**src/rtl/store_buffer.sv**
```systemverilog
// Posted-write store buffer between the core data port and data memory.
// Stores drain in order; loads merge pending bytes over the memory word.
//
// Ports:
//   Clk, Reset            clock, synchronous active-high reset
//   cpu_addr/wdata        byte address and right-aligned store data
//   cpu_we/re/funct3      store/load request and access size
//   cpu_rdata             load result, sized and extended per funct3
//   stall                 store blocked by a full buffer
//   misalign_err          one-cycle pulse after a dropped misaligned store
//   empty                 no pending entries
//   mem_waddr/wdata/wstrb head entry presented to memory
//   mem_we/mem_wready     head valid / memory accepts head
//   mem_raddr/mem_rword   word-aligned load address / raw memory word
module store_buffer #(
    parameter int DEPTH = 4,
    parameter int AW    = 32
) (
    input  logic          Clk,
    input  logic          Reset,
    input  logic [AW-1:0] cpu_addr,
    input  logic [31:0]   cpu_wdata,
    input  logic          cpu_we,
    input  logic          cpu_re,
    input  logic [2:0]    cpu_funct3,
    output logic [31:0]   cpu_rdata,
    output logic          stall,
    output logic          misalign_err,
    output logic          empty,
    output logic [AW-1:0] mem_waddr,
    output logic [31:0]   mem_wdata,
    output logic [3:0]    mem_wstrb,
    output logic          mem_we,
    input  logic          mem_wready,
    output logic [AW-1:0] mem_raddr,
    input  logic [31:0]   mem_rword
);

    localparam int PW = $clog2(DEPTH);
    localparam int CW = PW + 1;

    // Entry storage; not reset, validity comes from head/count only.
    logic [AW-3:0] waddr_q [DEPTH];
    logic [31:0]   data_q  [DEPTH];
    logic [3:0]    strb_q  [DEPTH];

    logic [PW-1:0] head_q;
    logic [PW-1:0] tail_q;
    logic [CW-1:0] count_q;

    logic          full;
    logic          push;
    logic          pop;
    logic          misaligned;
    logic [31:0]   st_data;
    logic [3:0]    st_strb;
    logic [31:0]   merged;
    logic [15:0]   sh;

    assign full  = (count_q == CW'(DEPTH));
    assign empty = (count_q == '0);
    assign stall = cpu_we & full;

    // Store encode: lane-align data and build byte enables.
    always_comb begin
        st_data    = cpu_wdata;
        st_strb    = 4'b1111;
        misaligned = 1'b0;
        case (cpu_funct3[1:0])
            2'b00: begin
                st_data = {4{cpu_wdata[7:0]}};
                st_strb = 4'b0001 << cpu_addr[1:0];
            end
            2'b01: begin
                st_data    = {2{cpu_wdata[15:0]}};
                st_strb    = cpu_addr[1] ? 4'b1100 : 4'b0011;
                misaligned = cpu_addr[0];
            end
            default: begin
                st_data    = cpu_wdata;
                st_strb    = 4'b1111;
                misaligned = (cpu_addr[1:0] != 2'b00);
            end
        endcase
    end

    // A full buffer refuses the store even when the head pops this cycle.
    assign push = cpu_we & ~full & ~misaligned;
    assign pop  = mem_we & mem_wready;

    always_ff @(posedge Clk) begin
        if (Reset) begin
            head_q       <= '0;
            tail_q       <= '0;
            count_q      <= '0;
            misalign_err <= 1'b0;
        end else begin
            // Only flag once the store is actually presented, not while stalled.
            misalign_err <= cpu_we & ~full & misaligned;
            if (push) begin
                tail_q <= tail_q + 1'b1;
            end
            if (pop) begin
                head_q <= head_q + 1'b1;
            end
            if (push & ~pop) begin
                count_q <= count_q + 1'b1;
            end else if (pop & ~push) begin
                count_q <= count_q - 1'b1;
            end
        end
    end

    always_ff @(posedge Clk) begin
        if (push) begin
            waddr_q[tail_q] <= cpu_addr[AW-1:2];
            data_q[tail_q]  <= st_data;
            strb_q[tail_q]  <= st_strb;
        end
    end

    assign mem_we    = ~empty;
    assign mem_waddr = {waddr_q[head_q], 2'b00};
    assign mem_wdata = data_q[head_q];
    assign mem_wstrb = strb_q[head_q];
    assign mem_raddr = {cpu_addr[AW-1:2], 2'b00};

    // Walk oldest to youngest so later matches overwrite earlier ones.
    always_comb begin
        logic [PW-1:0] idx;
        merged = mem_rword;
        for (int k = 0; k < DEPTH; k++) begin
            idx = head_q + PW'(k);
            if ((CW'(k) < count_q) &&
                (waddr_q[idx] == cpu_addr[AW-1:2])) begin
                for (int i = 0; i < 4; i++) begin
                    if (strb_q[idx][i]) begin
                        merged[8*i +: 8] = data_q[idx][8*i +: 8];
                    end
                end
            end
        end
    end

    assign sh = 16'(merged >> {cpu_addr[1:0], 3'b000});

    always_comb begin
        cpu_rdata = 32'h0;
        if (cpu_re) begin
            case (cpu_funct3)
                3'b000:  cpu_rdata = {{24{sh[7]}}, sh[7:0]};
                3'b001:  cpu_rdata = {{16{sh[15]}}, sh};
                3'b010:  cpu_rdata = merged;
                3'b100:  cpu_rdata = {24'h0, sh[7:0]};
                3'b101:  cpu_rdata = {16'h0, sh};
                default: cpu_rdata = 32'h0;
            endcase
        end
    end

endmodule

```
**config.mk**
```make
export PLATFORM = sky130hd
export DESIGN_NAME = store_buffer
export DESIGN_NICKNAME = d
export VERILOG_FILES = /design/src/rtl/store_buffer.sv
export SDC_FILE = /design/constraint.sdc
export NUM_CORES = 1
export LEC_CHECK = 0
export ABC_AREA = 0
export CORE_MARGIN = 4
export CORE_UTILIZATION = 41
export DETAILED_ROUTE_END_ITERATION = 10
export PLACE_DENSITY = 0.67
export SLEW_MARGIN = 0
export SYNTH_ARGS = -nofsm -noshare
export SYNTH_HDL_FRONTEND = slang
export SYNTH_SLANG_ARGS = --single-unit
export TNS_END_PERCENT = 5
```
**constraint.sdc**
```tcl
create_clock -name Clk -period 11.6 [get_ports Clk]
set_input_delay 2.32 -clock Clk [delete_from_list [all_inputs] [get_ports Clk]]
set_output_delay 2.32 -clock Clk [all_outputs]
set_load 0.005 [all_outputs]
```
==> results by group, run 1 <==
Yosys
  – Count leader, synth: edfxtp_1
  – Mapped Area: 0.0207 mm^2
  – Synth Instances: 1637
  – Synth unique cells: 103
  – Post-synth EDFFs: 264
  – #FFs+latches synth: 274
  – Seq/Total Area, Yosys: 0.393
  – Main flop type after synthesis: edfxtp_1
  – Synth top area share: 0.383
  – Top cells by count, synth: 264 x edfxtp_1, 171 x mux4_2, 137 x mux2i_1
  – Largest cells by area after synthesis: edfxtp_1 38%, mux4_2 19%, mux2i_1 6.6%
  – Synth Warn #: 0
  – Post-synth top area cell: edfxtp_1
  – Ys async rst share: 0
  – Avg Cell Area, Syn: 12.6 um^2

Global routing
  – Total GRT Usage: 0.255
  – Antenna violations before repair: 1
  – Largest net degree at the start of global routing: 104
  – Grt ovf: 0
  – Global-route wire length before repair: 104000 um
  – Vias in the first global route: 15500

Timing
  – Worst slew pin tran: 1.20 ns
  – Final WS setup: 1.59 ns
  – Final hold violations: 0
  – Final Slew Violations: 0
  – Min Tclk post-route: 10.01 ns
  – Final Cycle Share: 0.863
  – Setup violators final: 0
  – RSZ-0062 raised after global routing: no
  – Final Skew: 0.00788 ns
  – Max Clock Freq: 0.0999 GHz
  – Max-slew headroom: 0.194
  – Setup TNS: 0 ns

Power
  – Int Power: 2.50 mW
  – Leak: 7.38 nW
  – NetSw: 1.31 mW
  – Power share of the combinational group: 0.411
  – Power density cells: 158 mW/mm^2
  – Peak VDD IR: 0.000117 V
  – Sequential share of power: 0.327
  – Clock network power share: 0.262
  – Switching part of the total: 0.344

Clocking
  – H-tree levels: 1
  – Sink Count: 274
  – CTS buffer count: 30
  – CTS tree: done
  – Post-CTS setup buffers: 0
  – Root buffer cell: clkbuf_16
  – Clk pin slew, worst setup/hold paths: 0.06 ns
  – Worst-skew pair later-pin latency: 0.58 ns
  – Clock Tree Buf Depth: 3
  – # resized after CTS: 0
  – Cts hold-fix bufs: 0

Drt
  – Drt pass-1 iters: 5
  – 1st-iter DRT viols: 2068
  – Via density: 6.52
  – Antenna-violating nets left: 0
  – Vias post-DR: 16000
  – Final wirelength: 71000 um
  – DR DRC count: 0
  – Detailed-route wire length per cell: 28.9 um

Floorplanning
  – Core box area: 0.0500 mm^2
  – Number of top-level pins: 240
  – Die area: 0.0541 mm^2
  – Height of the die: 233 um
  – Starting density of the core: 0.414
  – Rows: 82
  – Die W: 233 um

Worst setup path
  – CP Max Fanout: 18
  – Element type at the critical path end: primary output
  – Reg-to-reg slack, setup: 8.52 ns
  – Buf/Inv on CP: 3
  – Critical path type: input port to primary output
  – CP Data Arrival Time: 7.69 ns
  – Crit path max-delay family: buffers and inverters
  – Critical path's largest stage delay: 1.03 ns
  – Slowest stage cell, crit path: clkdlybuf4s50_1
  – CP cell instances: clkdlybuf4s50_1 > inv_1 > a22oi_1 > o21ai_1 > or4_1 > nor4_4 > mux2i_1 > a211oi_1 > o31ai_1 > mux2i_1 > a32oi_1 > o21ai_0 > clkdlybuf4s50_1
  – Startpoint types: input port
  – Required @ worst endpoint: 9.28 ns

Flow run
  – Total of max-cap violations: 0

Finish
  – Layout cell share with drive strength beyond 1: 0.203
  – # fillers: 4349
  – P&R area growth vs syn: 16.4%
  – Final Core Density: 0.482
  – Finished Layout Cells: 2460
  – Layout Nets: 1876

Place
  – Hpwl dp: 52400 um
  – IO Port Bufs: 235
  – Gpl congestion: 0.970
  – DP Cell Count: 2403
  – Place WS: 1.70 ns

Hold path
  – Worst hold path class: flop to flop

Run status
  – Run status: finished clean
## per-stage QoR
stage / area, um^2 / power, mW / hold slack, ns
floorplan: 20700 / 2.30 / 0.514
global placement: 23000 / 2.81 / 0.538
detailed placement: 23000 / 2.82 / 0.543
CTS: 24100 / 3.82 / 0.554
global route: 24100 / 3.97 / 0.613
finish: 24100 / 3.81 / 0.549
## metal layers
| metal | track usage | vias to the layer above | share of wire |
|---|---|---|---|
| met5 | 0 | - | 0 |
| met4 | 0.0693 | 0 | 0.029 |
| met3 | 0.0391 | 115 | 0.093 |
| met2 | 0.406 | 941 | 0.47 |
| met1 | 0.366 | 8172 | 0.41 |
| li1 | - | 6819 | - |
## cell type report
class,count,area [um^2],share of cell area
Clock buffer,40,850,0.0353
Sequential cell,274,8140,0.338
Clock inverter,15,179,0.00743
Tap cell,672,841,0.0349
Timing Repair Buffer,254,2510,0.104
Inverter,27,101,0.00421
Antenna cell,2,5.00,0.000208
Multi-Input combinational cell,1176,11500,0.476
## state kept, by name (all words and copies together) (netlist names), named ones only
name          cells
head_q            2
tail_q            2
strb_q           16
count_q           3
misalign_err      1
waddr_q         120
data_q          128
## worst min-delay path: cells and delay by family (launching register included)
family	cells	cell delay [ns]
DFF	1	0.33
muxes	1	0.13
and+or+nand+nor	1	0.05
## cell families after synthesis
| group | count (synthesis) | share of synthesized area |
|---|---|---|
| AOI/OAI and AO/OA | 305 | 0.112 |
| xor gates and xnor gates | 99 | 0.0419 |
| adders and majority gates | 9 | 0.00544 |
| buffers and inverters | 190 | 0.0552 |
| DFF | 274 | 0.393 |
| muxes | 376 | 0.291 |
| other | 1 | 0.000181 |
| and+or+nand+nor | 383 | 0.102 |
## final timing paths
| check | start | cells past startpoint | endpoint |
|---|---|---|---|
| setup / recovery | cpu_addr[13] | 13 | cpu_rdata[4] |
| hold / removal | tail_q[1]$_SDFFE_PP0P_ | 2 | tail_q[1]$_SDFFE_PP0P_ |
| setup reg to reg | count_q[0]$_SDFFE_PP0P_ | 7 | data_q[3][30]$_DFFE_PP_ |
| hold reg to reg | tail_q[1]$_SDFFE_PP0P_ | 2 | tail_q[1]$_SDFFE_PP0P_ |
## layout by cell type, fill, tap and decap left out, types with 8 or more instances in the layout
cell	instances
nor2_1	68
nor4_1	13
o22ai_1	8
inv_1	24
nand2b_1	18
nand2_1	98
o221ai_1	8
o21ai_0	60
nand4_1	25
a211o_1	10
nand3_1	30
or3_1	9
edfxtp_1	264
a211oi_1	15
a22o_1	10
and3_1	27
or2_2	8
clkdlybuf4s50_1	235
a31oi_1	8
mux2i_1	137
mux2_2	60
a22oi_1	21
mux4_2	171
o211ai_1	15
ha_1	9
xnor2_1	80
nor3_1	22
buf_4	18
a21oi_1	39
xor2_1	19
a41oi_2	11
clkbuf_16	31
nor2b_1	16
## power by group through the flow
stage	clock (mW)	sequential, mW	combinational, mW
after floorplan	0	1.19	1.11
after global placement	0	1.26	1.55
after detailed placement	0	1.27	1.55
after CTS	1.01	1.25	1.56
after global routing	1.05	1.26	1.66
final	0.997	1.25	1.57
Note: power is estimated with default switching activity, not from simulation.
==> inputs of run 2 (changes only) <==
Settings changed: CORE_UTILIZATION 41 to 45, PLACE_DENSITY 0.67 to 0.72.
==> run 2 against run 1 <==
Setup slack got worse by 0.12 ns. Worst hold slack about the same. Clock power about the same. Power increased by 0.30%. Via count increased by 0.89%. Routed wire length increased by 0.25%. Sequential power about the same. Non-clock buffer count increased by 4. Flip-flop and latch count unchanged. Clock skew increased by 0.0070 ns.
==> results by group, run 2 (synthesis gave the netlist of run 1 again) <==
Run status
  – Run status: finished clean

Drt
  – Final wirelength: 71200 um
  – DR DRC count: 0
  – Via density: 6.77
  – Vias post-DR: 16200
  – Detailed-route wire length per cell: 29.8 um
  – Antenna-violating nets left: 0
  – 1st-iter DRT viols: 1993
  – Drt pass-1 iters: 6

Place
  – Hpwl dp: 52400 um
  – Placed instance area: 0.0230 mm^2
  – IO Port Bufs: 235
  – Gpl congestion: 0.997

Floorplanning
  – Number of top-level pins: 240
  – Rows: 78
  – Die area: 0.0495 mm^2
  – Height of the die: 222 um
  – Starting density of the core: 0.456
  – Core box area: 0.0454 mm^2
  – Die W: 222 um

Finish
  – Final Core Density: 0.529
  – Design area: 0.0240 mm^2
  – Footprint of the multi-input gates: 0.0115 mm^2
  – P&R area growth vs syn: 16.1%
  – Register area: 0.00814 mm^2
  – Most common cell after layout, fill and taps aside: edfxtp_1
  – Antenna Cells: 0
  – # fillers: 3817
  – Commonest cells after routing, fill and taps aside: 264 x edfxtp_1, 235 x clkdlybuf4s50_1, 171 x mux4_2
  – Layout cell share with drive strength beyond 1: 0.206
  – Max FFs per register: 128
  – Biggest regs: data_q (128), waddr_q (120), strb_q (16)
  – Layout Nets: 1880
  – Largest Register: data_q

Timing
  – Final Slew Violations: 0
  – Worst slew pin tran: 1.29 ns
  – Max Clock Freq: 0.0988 GHz
  – Setup violators final: 0
  – Final Hold Slack: 0.550 ns
  – Min Tclk post-route: 10.12 ns
  – Max-slew headroom: 0.126
  – Final Skew: 0.0149 ns
  – Setup TNS: 0 ns
  – Final Cycle Share: 0.873
  – RSZ-0062 raised after global routing: no
  – Final hold violations: 0

Worst setup path
  – Crit path to: cpu_rdata[18]
  – Required @ worst endpoint: 9.28 ns
  – Reg-to-reg slack, setup: 8.51 ns
  – R2r worst-path depth: 7
  – Critical register-to-register path startpoint: count_q[0]$_SDFFE_PP0P_
  – Element type at the critical path end: primary output
  – Startpoint types: input port
  – Origin of the worst setup path: cpu_addr[13]
  – Reg2reg end: data_q[2][15]$_DFFE_PP_
  – CP Max Fanout: 18
  – Critical path type: input port to primary output
  – CP Data Arrival Time: 7.80 ns

Power
  – Switching part of the total: 0.346
  – Clock network power share: 0.264
  – Sequential share of power: 0.326
  – Power share of the combinational group: 0.410
  – Power density cells: 159 mW/mm^2
  – Leak: 7.40 nW
  – Int Power: 2.50 mW
  – NetSw: 1.32 mW
  – Peak VDD IR: 0.000111 V

Clocking
  – CTS buffer count: 30
  – Post-CTS setup buffers: 0
  – Worst-skew pair later-pin latency: 0.59 ns
  – Sink Count: 274
  – Clk pin slew, worst setup/hold paths: 0.06 ns
  – H-tree levels: 1
  – # resized after CTS: 0
  – Root buffer cell: clkbuf_16
  – Clock Tree Buf Depth: 3
  – CTS tree: done
  – Cts hold-fix bufs: 0

Hold path
  – Hold Path Origin: tail_q[1]$_SDFFE_PP0P_
  – Worst hold path class: flop to flop

Global routing
  – Vias in the first global route: 15500
  – Global-route wire length before repair: 104000 um
  – Antenna violations before repair: 2
  – Largest net degree at the start of global routing: 74
  – Total GRT Usage: 0.275
  – Grt ovf: 0

Flow run
  – Total of max-cap violations: 0
-- run 2: changes by cell type in the layout (fill, tap and decap cells not counted), sizes merged --
| cell | before | now |
|---|---|---|
| diode | 2 | 0 |
| bufinv | 4 | 5 |
| inv | 26 | 27 |
| clkinv | 11 | 14 |
| clkinvlp | 1 | 3 |
| clkbuf | 40 | 34 |
| buf | 19 | 23 |
-- run 2: stage by stage --
stage	cells	power, mW	setup WS (ns)
final	2391	3.83	1.48
after floorplan	1640	2.30	3.92
after detailed placement	2335	2.81	1.65
after CTS	2391	3.83	1.64
after global placement	2335	2.81	1.64
after global routing	2391	3.98	1.25
-- run 2: layout make-up --
type                            count  share of cell area
Timing Repair Buffer              258               0.106
Tap cell                          600              0.0313
Multi-Input combinational cell   1176               0.477
Sequential cell                   274               0.339
Clock buffer                       34              0.0328
Inverter                           27             0.00422
Clock inverter                     22              0.0104
-- run 2: worst min-delay path by stage --
stage / slack (ns) / end / cells after the start
floorplan: 0.51 / tail_q[1]$_SDFFE_PP0P_ / 2
global placement: 0.54 / tail_q[1]$_SDFFE_PP0P_ / 2
detailed placement: 0.54 / tail_q[1]$_SDFFE_PP0P_ / 2
CTS: 0.55 / tail_q[1]$_SDFFE_PP0P_ / 2
global route: 0.59 / tail_q[1]$_SDFFE_PP0P_ / 2
finish: 0.55 / tail_q[1]$_SDFFE_PP0P_ / 2
-- run 2: per-layer routing --
layer | part of all wire | wire (um) | up-vias | track usage
met2 | 0.45 | 31900 | 991 | 0.415
met5 | 0.00029 | 21 | - | 0
li1 | - | - | 6821 | -
met4 | 0.036 | 2570 | 4 | 0.0891
met3 | 0.11 | 8110 | 147 | 0.0723
met1 | 0.40 | 28600 | 8227 | 0.391
-- run 2: power groups by stage --
stage,Combinational [mW],Clock (mW),Sequential (mW)
finish,1.57,1.01,1.25
floorplan,1.11,0,1.19
CTS,1.56,1.02,1.25
global route,1.66,1.06,1.26
detailed placement,1.55,0,1.27
global placement,1.54,0,1.26
-- run 2: critical path, cell delays in order --
cell	delay (ns)
clkdlybuf4s50_1	1.03
a2bb2oi_1	0.30
o2111ai_1	0.12
nor4_1	0.41
or4b_1	0.72
a311oi_2	0.68
a2bb2oi_1	0.17
o21ai_2	0.20
mux2i_1	0.12
or4_1	0.80
a41oi_1	0.37
clkdlybuf4s50_1	0.54
